`config.mk`:
```
export PLATFORM = sky130hd
export DESIGN_NAME = periph_bus_arbiter_flat
export DESIGN_NICKNAME = d
export VERILOG_FILES = /design/src/rtl/periph_bus_arbiter_if.sv /design/src/rtl/periph_bus_arbiter.sv /design/src/flat_wrapper.sv
export SDC_FILE = /design/constraint.sdc
export NUM_CORES = 1
export LEC_CHECK = 0
export BUFFER_PORTS_ARGS = -buffer_cell sky130_fd_sc_hd__buf_2
export CAP_MARGIN = 40
export CELL_PAD_IN_SITES_DETAIL_PLACEMENT = 0
export CELL_PAD_IN_SITES_GLOBAL_PLACEMENT = 1
export CORE_UTILIZATION = 30
export DETAILED_ROUTE_END_ITERATION = 8
export GPL_ROUTABILITY_DRIVEN = 0
export PLACE_DENSITY = 0.77
export SLEW_MARGIN = 20
export SYNTH_ARGS = -nofsm -noshare
export SYNTH_HDL_FRONTEND = slang
export SYNTH_SLANG_ARGS = --single-unit
```
`constraint.sdc`:
```
create_clock -name clk -period 1.5 [get_ports clk]
set_input_delay 0.15 -clock clk [delete_from_list [all_inputs] [get_ports clk]]
set_output_delay 0.15 -clock clk [all_outputs]
set_load 0.005 [all_outputs]
```
`src/rtl/periph_bus_arbiter_if.sv`:
```
// ============================================================================
//  Module      : periph_bus_arbiter_if
//  Description : Two-master request/grant bundle plus peripheral decoder bus.
//  Revision    : 1.0  initial release
// ============================================================================
`default_nettype none

interface periph_bus_arbiter_if #(
    parameter int ADDR_W = 14,
    parameter int DATA_W = 32
);
    logic              req_0, we_0, lock_0, gnt_0, rvalid_0;
    logic [ADDR_W-1:0] addr_0;
    logic [DATA_W-1:0] wdata_0, rdata_0;
    logic              req_1, we_1, lock_1, gnt_1, rvalid_1;
    logic [ADDR_W-1:0] addr_1;
    logic [DATA_W-1:0] wdata_1, rdata_1;
    logic [ADDR_W-1:0] bus_address;
    logic [DATA_W-1:0] bus_write_data;
    logic              bus_we, bus_re, busy;
    logic [DATA_W-1:0] bus_read_data;

    // Arbiter side.
    modport slave (
        input  req_0, we_0, lock_0, addr_0, wdata_0,
        input  req_1, we_1, lock_1, addr_1, wdata_1,
        input  bus_read_data,
        output gnt_0, rvalid_0, rdata_0,
        output gnt_1, rvalid_1, rdata_1,
        output bus_address, bus_write_data, bus_we, bus_re, busy
    );

    // Masters and decoder side.
    modport master (
        output req_0, we_0, lock_0, addr_0, wdata_0,
        output req_1, we_1, lock_1, addr_1, wdata_1,
        output bus_read_data,
        input  gnt_0, rvalid_0, rdata_0,
        input  gnt_1, rvalid_1, rdata_1,
        input  bus_address, bus_write_data, bus_we, bus_re, busy
    );
endinterface

`default_nettype wire

```
`src/rtl/periph_bus_arbiter.sv`:
```
// ============================================================================
//  Module      : periph_bus_arbiter
//  Description : Round-robin two-port arbiter onto the peripheral bus decoder.
//                Optional bus lock enabled by defining PERIPH_ARB_LOCK_EN.
//  Revision    : 1.0  initial release
// ============================================================================
`default_nettype none

module periph_bus_arbiter #(
    parameter int ADDR_W = 14,
    parameter int DATA_W = 32
) (
    input  wire                  clk,
    input  wire                  rst,
    periph_bus_arbiter_if.slave  bus
);

    typedef enum logic [1:0] {
        ST_IDLE = 2'd0,
        ST_CMD  = 2'd1,
        ST_RESP = 2'd2
    } state_t;

    state_t            r_state, w_state_nxt;
    logic              r_last, w_last_nxt;
    logic              r_owner, w_owner_nxt;
    logic [ADDR_W-1:0] w_addr_nxt;
    logic [DATA_W-1:0] w_wdata_nxt, w_rdata0_nxt, w_rdata1_nxt;
    logic              w_we_nxt, w_re_nxt, w_busy_nxt;
    logic              w_gnt0_nxt, w_gnt1_nxt, w_rvalid0_nxt, w_rvalid1_nxt;
    logic              w_any_req, w_win, w_win_we, w_rr_win;

    assign w_any_req = bus.req_0 | bus.req_1;
    // Port 1 wins when alone, or on a tie when port 0 was served last.
    assign w_rr_win  = bus.req_1 & (~bus.req_0 | ~r_last);
    assign w_win_we  = w_win ? bus.we_1 : bus.we_0;

`ifdef PERIPH_ARB_LOCK_EN
    logic r_lock_vld, r_lock_owner, w_lock_vld_nxt, w_lock_owner_nxt;
    logic w_owner_req;

    assign w_owner_req = r_lock_owner ? bus.req_1 : bus.req_0;
    assign w_win       = (r_lock_vld & w_owner_req) ? r_lock_owner : w_rr_win;
`else
    logic w_unused_lock;

    assign w_unused_lock = bus.lock_0 ^ bus.lock_1;
    assign w_win         = w_rr_win;
`endif

    always_comb begin
        w_state_nxt   = r_state;
        w_last_nxt    = r_last;
        w_owner_nxt   = r_owner;
        w_addr_nxt    = bus.bus_address;
        w_wdata_nxt   = bus.bus_write_data;
        w_we_nxt      = 1'b0;
        w_re_nxt      = 1'b0;
        w_gnt0_nxt    = 1'b0;
        w_gnt1_nxt    = 1'b0;
        w_rvalid0_nxt = 1'b0;
        w_rvalid1_nxt = 1'b0;
        w_rdata0_nxt  = bus.rdata_0;
        w_rdata1_nxt  = bus.rdata_1;
`ifdef PERIPH_ARB_LOCK_EN
        w_lock_vld_nxt   = r_lock_vld;
        w_lock_owner_nxt = r_lock_owner;
`endif
        case (r_state)
            ST_IDLE: begin
`ifdef PERIPH_ARB_LOCK_EN
                // An idle lock owner must never stall the other port.
                if (r_lock_vld && !w_owner_req) begin
                    w_lock_vld_nxt = 1'b0;
                end
`endif
                if (w_any_req) begin
                    w_owner_nxt = w_win;
                    w_last_nxt  = w_win;
                    w_addr_nxt  = w_win ? bus.addr_1  : bus.addr_0;
                    w_wdata_nxt = w_win ? bus.wdata_1 : bus.wdata_0;
                    w_we_nxt    = w_win_we;
                    w_re_nxt    = ~w_win_we;
                    w_gnt0_nxt  = ~w_win;
                    w_gnt1_nxt  = w_win;
                    w_state_nxt = ST_CMD;
`ifdef PERIPH_ARB_LOCK_EN
                    w_lock_vld_nxt   = w_win ? bus.lock_1 : bus.lock_0;
                    w_lock_owner_nxt = w_win;
`endif
                end
            end
            ST_CMD: begin
                w_state_nxt = bus.bus_we ? ST_IDLE : ST_RESP;
            end
            ST_RESP: begin
                if (r_owner) begin
                    w_rdata1_nxt  = bus.bus_read_data;
                    w_rvalid1_nxt = 1'b1;
                end else begin
                    w_rdata0_nxt  = bus.bus_read_data;
                    w_rvalid0_nxt = 1'b1;
                end
                w_state_nxt = ST_IDLE;
            end
            default: begin
                w_state_nxt = ST_IDLE;
            end
        endcase
        w_busy_nxt = (w_state_nxt != ST_IDLE);
    end

    always_ff @(posedge clk) begin
        if (rst) begin
            r_state            <= ST_IDLE;
            r_last             <= 1'b1;
            r_owner            <= 1'b0;
            bus.bus_address    <= '0;
            bus.bus_write_data <= '0;
            bus.bus_we         <= 1'b0;
            bus.bus_re         <= 1'b0;
            bus.busy           <= 1'b0;
            bus.gnt_0          <= 1'b0;
            bus.gnt_1          <= 1'b0;
            bus.rvalid_0       <= 1'b0;
            bus.rvalid_1       <= 1'b0;
            bus.rdata_0        <= '0;
            bus.rdata_1        <= '0;
`ifdef PERIPH_ARB_LOCK_EN
            r_lock_vld         <= 1'b0;
            r_lock_owner       <= 1'b0;
`endif
        end else begin
            r_state            <= w_state_nxt;
            r_last             <= w_last_nxt;
            r_owner            <= w_owner_nxt;
            bus.bus_address    <= w_addr_nxt;
            bus.bus_write_data <= w_wdata_nxt;
            bus.bus_we         <= w_we_nxt;
            bus.bus_re         <= w_re_nxt;
            bus.busy           <= w_busy_nxt;
            bus.gnt_0          <= w_gnt0_nxt;
            bus.gnt_1          <= w_gnt1_nxt;
            bus.rvalid_0       <= w_rvalid0_nxt;
            bus.rvalid_1       <= w_rvalid1_nxt;
            bus.rdata_0        <= w_rdata0_nxt;
            bus.rdata_1        <= w_rdata1_nxt;
`ifdef PERIPH_ARB_LOCK_EN
            r_lock_vld         <= w_lock_vld_nxt;
            r_lock_owner       <= w_lock_owner_nxt;
`endif
        end
    end

endmodule

`default_nettype wire

```
`src/flat_wrapper.sv`:
```
// flat-port wrapper written by rule: the top's interface ports become plain ports
module periph_bus_arbiter_flat 
#(
    parameter int ADDR_W = 14,
    parameter int DATA_W = 32
)
  (clk, rst, bus_req_0, bus_we_0, bus_lock_0, bus_addr_0, bus_wdata_0, bus_req_1, bus_we_1, bus_lock_1, bus_addr_1, bus_wdata_1, bus_bus_read_data, bus_gnt_0, bus_rvalid_0, bus_rdata_0, bus_gnt_1, bus_rvalid_1, bus_rdata_1, bus_bus_address, bus_bus_write_data, bus_bus_we, bus_bus_re, bus_busy);
  periph_bus_arbiter_if #(.ADDR_W(ADDR_W), .DATA_W(DATA_W)) bus_i ();
  input  wire clk;
  input  wire rst;
  input wire logic [$bits(bus_i.req_0)-1:0] bus_req_0;
  input wire logic [$bits(bus_i.we_0)-1:0] bus_we_0;
  input wire logic [$bits(bus_i.lock_0)-1:0] bus_lock_0;
  input wire logic [$bits(bus_i.addr_0)-1:0] bus_addr_0;
  input wire logic [$bits(bus_i.wdata_0)-1:0] bus_wdata_0;
  input wire logic [$bits(bus_i.req_1)-1:0] bus_req_1;
  input wire logic [$bits(bus_i.we_1)-1:0] bus_we_1;
  input wire logic [$bits(bus_i.lock_1)-1:0] bus_lock_1;
  input wire logic [$bits(bus_i.addr_1)-1:0] bus_addr_1;
  input wire logic [$bits(bus_i.wdata_1)-1:0] bus_wdata_1;
  input wire logic [$bits(bus_i.bus_read_data)-1:0] bus_bus_read_data;
  output wire logic [$bits(bus_i.gnt_0)-1:0] bus_gnt_0;
  output wire logic [$bits(bus_i.rvalid_0)-1:0] bus_rvalid_0;
  output wire logic [$bits(bus_i.rdata_0)-1:0] bus_rdata_0;
  output wire logic [$bits(bus_i.gnt_1)-1:0] bus_gnt_1;
  output wire logic [$bits(bus_i.rvalid_1)-1:0] bus_rvalid_1;
  output wire logic [$bits(bus_i.rdata_1)-1:0] bus_rdata_1;
  output wire logic [$bits(bus_i.bus_address)-1:0] bus_bus_address;
  output wire logic [$bits(bus_i.bus_write_data)-1:0] bus_bus_write_data;
  output wire logic [$bits(bus_i.bus_we)-1:0] bus_bus_we;
  output wire logic [$bits(bus_i.bus_re)-1:0] bus_bus_re;
  output wire logic [$bits(bus_i.busy)-1:0] bus_busy;
  assign bus_i.req_0 = bus_req_0;
  assign bus_i.we_0 = bus_we_0;
  assign bus_i.lock_0 = bus_lock_0;
  assign bus_i.addr_0 = bus_addr_0;
  assign bus_i.wdata_0 = bus_wdata_0;
  assign bus_i.req_1 = bus_req_1;
  assign bus_i.we_1 = bus_we_1;
  assign bus_i.lock_1 = bus_lock_1;
  assign bus_i.addr_1 = bus_addr_1;
  assign bus_i.wdata_1 = bus_wdata_1;
  assign bus_i.bus_read_data = bus_bus_read_data;
  assign bus_gnt_0 = bus_i.gnt_0;
  assign bus_rvalid_0 = bus_i.rvalid_0;
  assign bus_rdata_0 = bus_i.rdata_0;
  assign bus_gnt_1 = bus_i.gnt_1;
  assign bus_rvalid_1 = bus_i.rvalid_1;
  assign bus_rdata_1 = bus_i.rdata_1;
  assign bus_bus_address = bus_i.bus_address;
  assign bus_bus_write_data = bus_i.bus_write_data;
  assign bus_bus_we = bus_i.bus_we;
  assign bus_bus_re = bus_i.bus_re;
  assign bus_busy = bus_i.busy;
  periph_bus_arbiter #(.ADDR_W(ADDR_W), .DATA_W(DATA_W)) u_core (.clk(clk), .rst(rst), .bus(bus_i));
endmodule
```
==> flow_summary_export.csv <==
group,metric,value,unit
global_routing,grt_max_degree,65,
setup_path,startpoint,"u_core.r_state[0]$_SDFF_PP0_",
setup_path,slowest_delay,0.36,ns
global_routing,grt_pass1_wl,25200,um
timing,worst_slew_pin_slew,0.332,ns
worst_hold_path,min_path_type,"input port to flip-flop",
setup_path,crit_chain,"or2_2 > nor2_4 > buf_12 > a311oi_1",
final_layout,antenna_cells,0,
clock_tree,clkLatencyLatePin,0.41,ns
final_layout,fin_util,0.510,
die,start_util,0.306,
timing,fin_crit_sh,0.925,
yosys,synth.ff_latch_count,121,
clock_tree,cts-buffers-inserted,17,
yosys,syn_area,4630,um^2
clock_tree,cts_tree,"done",
detailed_routing,dr_total_vias,5322,
final_layout,fin_cells,1110,
timing,slew_headroom,0.778,
placement,portBuffers,246,
yosys,ys_seq_area_frac,0.523,
detailed_routing,drtIter0Drc,228,
detailed_routing,routed_via_density,4.79,
clock_tree,clockRootBuffer,"clkbuf_16",
die,num_io_pins,249,
power_and_ir_drop,ir_drop,0.705,mV
clock_tree,post_cts_resized,0,
final_layout,nets,1042,
placement,post-dp-hpwl,9390,um
timing,final-hold-violation-count,0,
clock_tree,cts_buffer_depth,2,
setup_path,critPathKind,"flip-flop to flip-flop",
clock_tree,cts_max_level,4,
die,die_height,126,um
die,dieArea,15900,um^2
setup_path,startpoint_type,"flip-flop",
clock_tree,clock-sinks,121,
detailed_routing,drc,0,
power_and_ir_drop,power.density,1120,nW/um^2
power_and_ir_drop,power.leakage,3.48,nW
timing,fmax,721,MHz
setup_path,worst_ep_required_time,1.77,ns
die,die_x,126,um
timing,setup-tns-final,0,ns
detailed_routing,firstDrtPassIters,4,
timing,layout_min_cycle_time,1.39,ns
detailed_routing,wl_per_cell,14.0,um
timing,slew_viol_final,0,
setup_path,critPathMaxFanout,46,
timing,setup_viol,0,
yosys,synthCells,575,
die,core.rowCount,45,
yosys,avgSynthCellArea,8.06,um^2
yosys,ys_types,23,
timing,rsz0062_at_grt,"no",
setup_path,cp_slowest_cell,"or2_2",
job,drv_cap,0,
status,outcome,"complete, no violations",
detailed_routing,route.antenna.remaining_nets,0,
final_layout,area_growth,66.7,%
final_layout,drive_above_1_share,0.322,
setup_path,endpoint_kind,"flip-flop",
clock_tree,clk_pin_slew,0.05,ns
setup_path,r2r-start,"u_core.r_state[0]$_SDFF_PP0_",
global_routing,antenna_found_initial,0,
die,core_area,15100,um^2
yosys,syn-num-nets,707,
global_routing,grt_pass1_vias,5280,
detailed_routing,wl,15600,um
yosys,ys_warn_count,0,
worst_hold_path,worstHoldStart,"bus_wdata_0[16]",
setup_path,crit_arrival,1.66,ns
global_routing,grt_overflow,0,
setup_path,cp.buffers_inverters,1,
final_layout,fillers,1430,
setup_path,cp_top_family,"simple AND/OR/NAND/NOR gates",
timing,fin_skew,0.00584,ns
global_routing,track_usage,0.196,
placement,post-place-cells,974,
-- through the flow --
stage / hold slack (ns) / power, W / instance area [um^2] / setup WS, ns
floorplan: 0.236 / 0.00418 / 4630 / 0.246
global placement: 0.405 / 0.00476 / 6130 / 0.164
detailed placement: 0.408 / 0.00476 / 6130 / 0.126
CTS: 0.0000254 / 0.00871 / 7720 / 0.120
global route: 0.0174 / 0.00904 / 7720 / 0.0255
finish: 0.0155 / 0.00865 / 7720 / 0.113
-- per-layer routing --
| layer | GRT usage | vias up | part of all wire |
|---|---|---|---|
| li1 | - | 2634 | - |
| met1 | 0.227 | 2441 | 0.44 |
| met2 | 0.333 | 223 | 0.47 |
| met3 | 0.0573 | 24 | 0.073 |
| met4 | 0.0900 | 0 | 0.021 |
| met5 | 0 | - | 0 |
-- cell usage after synthesis --
cell        n  share of area
or2_2       2         0.0027
a21boi_2    1         0.0024
nand3b_1    2         0.0032
nor4b_1     1         0.0019
nand2_1   221           0.18
nor3b_2     1         0.0027
or3b_1      1         0.0019
nand3_1     1         0.0011
buf_2      19          0.021
clkbuf_1   23          0.019
nor2_4      1         0.0024
dfxtp_1   121           0.52
a21oi_1   111           0.12
a311oi_1   46          0.087
and3b_1     1         0.0019
mux2i_1     1         0.0022
o21ai_0     2         0.0022
a21bo_2     1         0.0022
nor3b_1     1         0.0016
nor2_1      5         0.0041
o21bai_1    1         0.0016
buf_4       9          0.015
nor3_1      3         0.0032
-- where the power goes --
group,internal (W),leakage (nW),switching (W)
logic,0.000714,2.22,0.000676
registers,0.00343,0.990,0.000110
clock network,0.00233,0.265,0.00139
-- logic make-up (layout without fill, tap and decap cells) --
kind of cell,after synthesis,after routing,share of synthesized area
AOI/OAI and AO/OA,162,162,0.215
buffers and inverters,51,398,0.0538
DFF,121,121,0.523
muxes,1,1,0.00216
and+or+nand+nor,240,240,0.206
-- registers in the layout (all words and copies together), names as in the netlist, 2 cells and up --
signal	flops
u_core.bus.bus_write_data	32
u_core.bus.rdata_0	32
u_core.bus.rdata_1	32
u_core.bus.bus_address	14
u_core.r_state	2
-- tightest hold or removal path, stage by stage --
cell      delay (ns)
buf_2           0.09
nand2_1         0.04
a311oi_1        0.08
-- layout make-up --
class | count | area [um^2] | area share
timing repair buffer | 367 | 2540 | 0.329
sequential | 121 | 2420 | 0.314
multi-input combinational | 403 | 1980 | 0.257
clock buffer | 22 | 464 | 0.0601
tap | 188 | 235 | 0.0305
clock inverter | 9 | 75.1 | 0.00972
-- worst paths after layout --
path / end / slack (ns) / cells after the start
min reg2reg: u_core.r_state[1]$_SDFF_PP0_ / 0.45 / 1
min: u_core.bus.bus_write_data[16]$_SDFFE_PP0P_ / 0.02 / 3
max: u_core.bus.bus_write_data[15]$_SDFFE_PP0P_ / 0.11 / 4
max reg2reg: u_core.bus.bus_write_data[15]$_SDFFE_PP0P_ / 0.11 / 4
-- layout by cell type (no fill, tap or decap), types with 2 or more instances in the layout --
master / instances
clkinvlp_4: 2
clkbuf_16: 17
dfxtp_1: 121
buf_12: 11
nand2_1: 221
dlygate4sd3_1: 105
clkinv_2: 6
clkbuf_1: 3
buf_4: 6
buf_2: 245
nor2_4: 2
clkbuf_8: 2
nand3b_1: 2
a311oi_1: 46
nor3_1: 3
o21ai_0: 2
nor2_1: 4
or2_2: 2
a21oi_1: 111
-- timing repair --
action,in CTS,in global routing
setup buffers,0,0
hold buffers,105,0
endpoints found under the hold margin,108,0
No activity file was read; power rests on OpenSTA's default activity.
